--- src/rtl/bcd_code_source_if.sv ---
// Handshake bundle between the BCD code source and its consumer.
// The master modport belongs to the source; the slave modport belongs to the consumer or controller.
interface bcd_code_source_if;
  logic       start;
  logic       stop;
  logic       sweep;
  logic       up_dn;
  logic       ld;
  logic [3:0] ld_val;
  logic       ready;
  logic [3:0] code;
  logic       valid;
  logic       tc;
  logic       done;

  modport master (
    input  start, stop, sweep, up_dn, ld, ld_val, ready,
    output code, valid, tc, done
  );

  modport slave (
    output start, stop, sweep, up_dn, ld, ld_val, ready,
    input  code, valid, tc, done
  );
endinterface

--- src/rtl/bcd_code_source.sv ---
// Steps a BCD code through 0..MAX_CODE, up or down, with a programmable dwell.
// Each code is offered to the downstream minimization stage through a valid/ready handshake.
module bcd_code_source #(
  parameter int DWELL    = 10,
  parameter int MAX_CODE = 9
) (
  input  logic               clk,
  input  logic               rst,
  bcd_code_source_if.master  bus
);

  localparam logic [7:0] DWELL_LAST = 8'(DWELL - 1);
  localparam logic [3:0] CODE_MAX   = 4'(MAX_CODE);

  typedef enum logic [1:0] {
    ST_IDLE = 2'd0,
    ST_RUN  = 2'd1,
    ST_HOLD = 2'd2
  } state_t;

  state_t     state_q, state_d;
  logic [3:0] code_q, code_d;
  logic [7:0] presc_q, presc_d;
  logic       valid_q, valid_d;
  logic       done_q, done_d;
  logic       terminal;

  function automatic logic [3:0] sat_code(input logic [3:0] v);
    return (v > CODE_MAX) ? CODE_MAX : v;
  endfunction

  // Wrap is an explicit compare so non-power-of-two ranges never rely on 4-bit overflow.
  function automatic logic [3:0] step_code(input logic [3:0] c, input logic up);
    if (up) return (c >= CODE_MAX) ? 4'd0 : c + 4'd1;
    else    return (c == 4'd0) ? CODE_MAX : c - 4'd1;
  endfunction

  assign terminal = bus.up_dn ? (code_q == CODE_MAX) : (code_q == 4'd0);

  always_comb begin
    state_d = state_q;
    code_d  = code_q;
    presc_d = presc_q;
    valid_d = valid_q;
    done_d  = 1'b0;
    if (bus.stop) begin
      state_d = ST_IDLE;
      valid_d = 1'b0;
    end else begin
      case (state_q)
        ST_IDLE: begin
          valid_d = 1'b0;
          if (bus.ld) code_d = sat_code(bus.ld_val);
          if (bus.start) begin
            state_d = ST_RUN;
            presc_d = 8'd0;
          end
        end
        ST_RUN: begin
          valid_d = 1'b0;
          if (presc_q == DWELL_LAST) begin
            state_d = ST_HOLD;
            valid_d = 1'b1;
            presc_d = 8'd0;
          end else begin
            presc_d = presc_q + 8'd1;
          end
        end
        ST_HOLD: begin
          if (valid_q && bus.ready) begin
            code_d  = step_code(code_q, bus.up_dn);
            valid_d = 1'b0;
            presc_d = 8'd0;
            if (bus.sweep && terminal) begin
              state_d = ST_IDLE;
              done_d  = 1'b1;
            end else begin
              state_d = ST_RUN;
            end
          end
        end
        default: begin
          state_d = ST_IDLE;
          valid_d = 1'b0;
        end
      endcase
    end
  end

  always_ff @(posedge clk) begin
    if (rst) begin
      state_q <= ST_IDLE;
      code_q  <= 4'd0;
      presc_q <= 8'd0;
      valid_q <= 1'b0;
      done_q  <= 1'b0;
    end else begin
      state_q <= state_d;
      code_q  <= code_d;
      presc_q <= presc_d;
      valid_q <= valid_d;
      done_q  <= done_d;
    end
  end

  assign bus.code  = code_q;
  assign bus.valid = valid_q;
  assign bus.done  = done_q;
  assign bus.tc    = terminal;

endmodule

--- src/flat_wrapper.sv ---
// flat-port wrapper written by rule: the top's interface ports become plain ports
module bcd_code_source_flat 
#(
  parameter int DWELL    = 10,
  parameter int MAX_CODE = 9
)
  (clk, rst, bus_start, bus_stop, bus_sweep, bus_up_dn, bus_ld, bus_ld_val, bus_ready, bus_code, bus_valid, bus_tc, bus_done);
  bcd_code_source_if bus_i ();
  input  logic clk;
  input  logic rst;
  input wire logic [$bits(bus_i.start)-1:0] bus_start;
  input wire logic [$bits(bus_i.stop)-1:0] bus_stop;
  input wire logic [$bits(bus_i.sweep)-1:0] bus_sweep;
  input wire logic [$bits(bus_i.up_dn)-1:0] bus_up_dn;
  input wire logic [$bits(bus_i.ld)-1:0] bus_ld;
  input wire logic [$bits(bus_i.ld_val)-1:0] bus_ld_val;
  input wire logic [$bits(bus_i.ready)-1:0] bus_ready;
  output wire logic [$bits(bus_i.code)-1:0] bus_code;
  output wire logic [$bits(bus_i.valid)-1:0] bus_valid;
  output wire logic [$bits(bus_i.tc)-1:0] bus_tc;
  output wire logic [$bits(bus_i.done)-1:0] bus_done;
  assign bus_i.start = bus_start;
  assign bus_i.stop = bus_stop;
  assign bus_i.sweep = bus_sweep;
  assign bus_i.up_dn = bus_up_dn;
  assign bus_i.ld = bus_ld;
  assign bus_i.ld_val = bus_ld_val;
  assign bus_i.ready = bus_ready;
  assign bus_code = bus_i.code;
  assign bus_valid = bus_i.valid;
  assign bus_tc = bus_i.tc;
  assign bus_done = bus_i.done;
  bcd_code_source #(.DWELL(DWELL), .MAX_CODE(MAX_CODE)) u_core (.clk(clk), .rst(rst), .bus(bus_i));
endmodule
--- config.mk ---
export PLATFORM = sky130hd
export DESIGN_NAME = bcd_code_source_flat
export DESIGN_NICKNAME = d
export VERILOG_FILES = /design/src/rtl/bcd_code_source_if.sv /design/src/rtl/bcd_code_source.sv /design/src/flat_wrapper.sv
export SDC_FILE = /design/constraint.sdc
export NUM_CORES = 1
export LEC_CHECK = 0
export ABC_AREA = 0
export ABC_CLOCK_PERIOD_IN_PS = 3850
export BUFFER_PORTS_ARGS = -buffer_cell sky130_fd_sc_hd__buf_2
export CORE_AREA = 3 3 46 48
export DETAILED_ROUTE_END_ITERATION = 10
export DIE_AREA = 0 0 49 51
export PLACE_DENSITY = 0.85
export SLEW_MARGIN = 20
export SYNTH_ARGS = -nofsm -noshare
export SYNTH_HDL_FRONTEND = slang
export SYNTH_SLANG_ARGS = --single-unit
--- constraint.sdc ---
create_clock -name clk -period 3.85 [get_ports clk]
set_input_delay 0.385 -clock clk [delete_from_list [all_inputs] [get_ports clk]]
set_output_delay 0.385 -clock clk [all_outputs]
set_load 0.1 [all_outputs]
# Yosys cells after proc, flatten, opt, wreduce, memory -nomap -nowiden
# Cells that the tools add are included.
totals:
  out_inout_bits: 7
  reg_bits: 16
  word_cells: 53
op_classes:
  bitwise_logic: 3
  magnitude_cmp: 2
  muxes: 21
  addsub: 3
  reduce_logical: 11
  eq_ne: 8
op_table:
  columns: ["op", "count"]
  rows:
  - ["$mux W4", 6]
  - ["$mux W8", 3]
  - ["$pmux W8 S3", 1]
  - ["$add A8 B1 Y8 const B", 1]
  - ["$eq A8 B4 Y1 const B", 1]
  - ["$pmux W4 S2", 1]
  - ["$reduce_and A4 Y1", 2]
  - ["$mux W2", 3]
  - ["$pmux W2 S3", 1]
  - ["$mux W1", 5]
  - ["$add A4 B1 Y4 const B", 1]
  - ["$eq A4 B4 Y1 const B", 1]
  - ["$ge A4 B4 Y1 const B", 1]
  - ["$gt A4 B4 Y1 const B", 1]
  - ["$logic_not A4 Y1", 1]
  - ["$ne A2 B1 Y1 const B", 2]
  - ["$ne A2 B2 Y1 const B", 2]
  - ["$reduce_or A4 Y1", 1]
  - ["$sub A4 B1 Y4 const B", 1]
  - ["$not A1 Y1", 3]
  - ["$reduce_and A3 Y1", 1]
  - ["$reduce_bool A3 Y1", 1]
  - ["$eq A2 B1 Y1 const B", 1]
  - ["$eq A2 B2 Y1 const B", 1]
  - ["other kinds (5)", 6]

# Logic depth before layout (Yosys ltp)
logic_depth:
  ltp_word: 6
  depth_mapped: 7
  mapped_depth_nobuf: 7

# Least setup slack after synthesis
# OpenSTA, ideal clock, no wires.
synth_timing:
  kind: "reg-to-reg"
  startpoint: "register u_core.code_q[0], in the netlist u_core.bus.code[0]"
  endpoint: "register u_core.state_q[0]"
  t_arrival_ns: 3.249
  setup_ns: 0.116
  stages_incl_launch_ff: 7
  setup_slack_ns: 0.485
  synth_period_minus_slack_ns: 3.365
  path_buffers: 0
  cell_sequence: "dfxtp_1 > ha_1 > nand3_1 > o31a_1 > nor2_1 > nand2_1 > o211a_1"
synth_between:
  elab_chain_cells: 6
  elab_cells_between_ends: 7
  classes_between: "eq/ne: 1; mux: 4; reduce/logical: 2"
synth_lines:
  columns: ["item", "line_no", "text"]
  rows:
  - ["from (decl)", "bcd_code_source.sv:22", "logic [3:0] code_q, code_d;"]
  - ["from (signal assigned)", "bcd_code_source.sv:99", "code_q <= code_d;"]
  - ["$eq A4 B4 Y1 / $logic_not A4 Y1 (equally long branches)", "bcd_code_source.sv:38", "assign terminal = bus.up_dn ? (code_q == CODE_MAX) : (code_q == 4'd0);"]
  - ["$mux W1 *", "bcd_code_source.sv:38", null]
  - ["via bus_tc", "flat_wrapper.sv:20", "output wire logic [$bits(bus_i.tc)-1:0] bus_tc;"]
  - ["$logic_and A1 B1 Y1 *", "bcd_code_source.sv:74", "if (bus.sweep && terminal) begin"]
  - ["$mux W1 *", "bcd_code_source.sv:74", null]
  - ["$mux W2 *", "bcd_code_source.sv:70", "if (valid_q && bus.ready) begin"]
  - ["$pmux W2 S3 *", "bcd_code_source.sv:50", "case (state_q)"]
  - ["to (signal assigned)", "bcd_code_source.sv:98", "state_q <= state_d;"]
  - ["to (decl)", "bcd_code_source.sv:21", "state_t state_q, state_d;"]
# The timed path passes the listed nets; every way through them passes the cells marked *. The select of a mux whose other input is x is not followed.
# A chain may end at the register's enable or synchronous reset.

# Worst setup path after layout
layout_timing:
  startpoint: "register u_core.code_q[1], in the netlist u_core.bus.code[1]"
  endpoint: "output bus_tc"
layout_between:
  elab_chain_cells: 2
  elab_cells_between_ends: 3
  classes_between: "eq/ne: 1; mux: 1; reduce/logical: 1"
layout_lines:
  columns: ["item", "line_no"]
  rows:
  - ["$eq A4 B4 Y1 / $logic_not A4 Y1 (equally long branches)", "bcd_code_source.sv:38"]
  - ["$mux W1 *", "bcd_code_source.sv:38"]
  - ["to (decl)", "flat_wrapper.sv:20"]
# Mark *: on every way between the ends. The rest lies on a longest branch, timed or not.

==> flow_summary.toml <==
[run_status]
status = "complete, no violations"

[cts]
cts_tree = "built"
clock_sinks = 16
cts-root-buf = "clkbuf_4"
cts.clk_slew.worst_paths_ps = 90
post_cts_buffers = 0
cts_buffers = 3
cts_buffer_depth = 2
clk_latency_ps = 280
htree_levels = 1
ctsResizeCount = 0
hold_buffers = 0

[power]
p_leak_nw = 0.4643
switching_power_mw = 0.1188
power_mw = 0.3752
clock_power_share_pct = 28.8
p_sw_share_pct = 31.65
vdd_ir_drop_max_mv = 0.2368
power_density_mw_per_mm2 = 324.2
p_comb_share_pct = 23.5
power.share.sequential_pct = 47.7
p_int_mw = 0.2565

[sta]
min_period_over_period_pct = 60.32
finalSetupTns_ps = 0
setup_viol = 0
period_needed_ps = 2322
setup_ws_ps = 1528
worstMarginPinSlew_ps = 485.2
whs_ps = 355.3
fin_skew_ps = 5.725
max_clock_freq_mhz = 430.6
max_slew_margin_pct = 67.41
finalHoldViolCount = 0
final_max_slew_viol_count = 0
rsz0062_at_grt = "false"

[cells_and_area]
final_cell_mix = "buf_2, nor2_1, dfxtp_1"
nets = 160
final_area_mm2 = 0.001157
syn2layout_area_growth_pct = 13.78
final_cells = 166
antenna_cells = 0
final_util_pct = 66.31
drive_gt1_share_pct = 20.57
layout_commonest_cell = "buf_2"

[placement]
place.gp.congestion = 0.8817
dp_cells = 162
place_hpwl_mm = 1.670
preCtsSetupSlack_ps = 1849
post_dp_cell_area_mm2 = 0.001121
io_buffer_count = 18

[route]
via_per_inst = 5.699
drc_errors = 0
drt_pass1_iterations = 4
drt_wl_total_mm = 2.126
via_count = 946
drt-initial-drc-count = 22
wire_per_inst_um = 12.81
detail-route-antenna-nets = 0

[floorplan]
fp.coreArea_mm2 = 0.001745
ios = 19
rows = 15
die_w_um = 49
dieArea_mm2 = 0.002499
start_util_pct = 58.28
die_h_um = 51

[logic_synthesis]
synth_edf_count = 0
syn_inst = 123
synth.avg_cell_area_um2 = 8.270
async_flop_share_pct = 0
yosysWarnings = 0
synth_ff_type = "dfxtp_1"
syn-cell-area_mm2 = 0.001017
synth.area.top_cells = "dfxtp_1, ha_1, nor2_1"
ys_seq_area_share_pct = 31.49
yosysUniqueCellTypes = 39
yosysTopAreaCellShare_pct = 31.49
synth-seq-cells = 16
syn_nets = 141
yosys.area.top_type = "dfxtp_1"

[run]
cap_violations = 0

[worst_setup_path]
worstPathCellList = "inv_1 > ha_1 > inv_1 > o31a_1 > nor2_1 > buf_2"
path_common_cell = "inv_1"
crit_arrival_ps = 1940
slowest_stage = "buf_2"
slowest_delay_ps = 450
cp.required_ps = 3460
cp-end-kind = "output pin"
path_max_fanout = 7
crit_type = "flop to output pin"
start_kind = "flop"
worst_r2r_startpoint = "u_core.bus.code[1]"
crit_start = "u_core.bus.code[1]"

[global_route]
grt_max_degree = 14
grt_first_pass_wirelength_mm = 3.588
track_usage_pct = 18.55
grt_pass1_vias = 848
overflow = 0
antenna_found_initial = 0

[min_path]
holdCritPathClass = "input pin to flop"
hold_start = "rst"
-- metal layers --
metal | vias up | wire, um | global-route usage [%]
met5 | - | 0 | 0
met4 | 0 | 17 | 8.531
met3 | 2 | 88 | 3.790
met2 | 26 | 1062 | 34.62
met1 | 435 | 958 | 20.11
li1 | 483 | - | -
-- path summary, 6_finish.rpt --
check / to / slack, ps / depth (start not counted)
max: bus_tc / 1530 / 6
min: u_core.bus.code[2] / 360 / 2
max reg2reg: u_core.bus.code[2] / 1910 / 7
min reg2reg: u_core.presc_q[7] / 540 / 2
-- cells in the mapped netlist (all sizes together), types with 3 or more instances --
master  instances
xor2            6
nand4           4
nand3           3
nor3            3
ha              6
nor2           16
dfxtp          16
o21ai           7
a21oi           8
inv             6
a211oi          4
nand2          10
-- area by class of cell --
class / instances / area (um2)
fill: 159 / 588.1
clock buffer: 4 / 36.28
inverter: 6 / 22.52
tap: 25 / 31.28
sequential: 16 / 320.3
multi-input combinational: 97 / 656.9
timing repair buffer: 18 / 90.09
-- kinds of logic after synthesis --
group | after synthesis | synth area share, %
xor+xnor | 7 | 6.027
compound gates | 29 | 19.43
fa+ha+maj | 6 | 7.380
simple gates | 54 | 29.52
flops | 16 | 31.49
buf+inv | 10 | 3.936
mux | 1 | 2.214
-- critical path, delay by kind of cell, from the launching register on --
family	cells	cell delay (ps)
AOI/OAI and AO/OA	1	270
adders and majority gates	1	220
buffers and inverters	3	660
DFF	1	380
and+or+nand+nor	1	120
-- state kept, by name, indices dropped and copies added, names as in the netlist --
name,flops
u_core.bus.valid,1
u_core.state_q,2
u_core.presc_q,8
u_core.bus.code,4
u_core.bus.done,1
-- power by group through the flow --
stage / logic (mW) / registers, mW / clock network [mW]
after floorplan: 0.0537 / 0.196 / 0
after global placement: 0.0863 / 0.182 / 0
after detailed placement: 0.0881 / 0.183 / 0
after CTS: 0.0885 / 0.179 / 0.115
after global routing: 0.0964 / 0.180 / 0.122
final: 0.0884 / 0.179 / 0.108
Power figures use the tool's default switching activity.
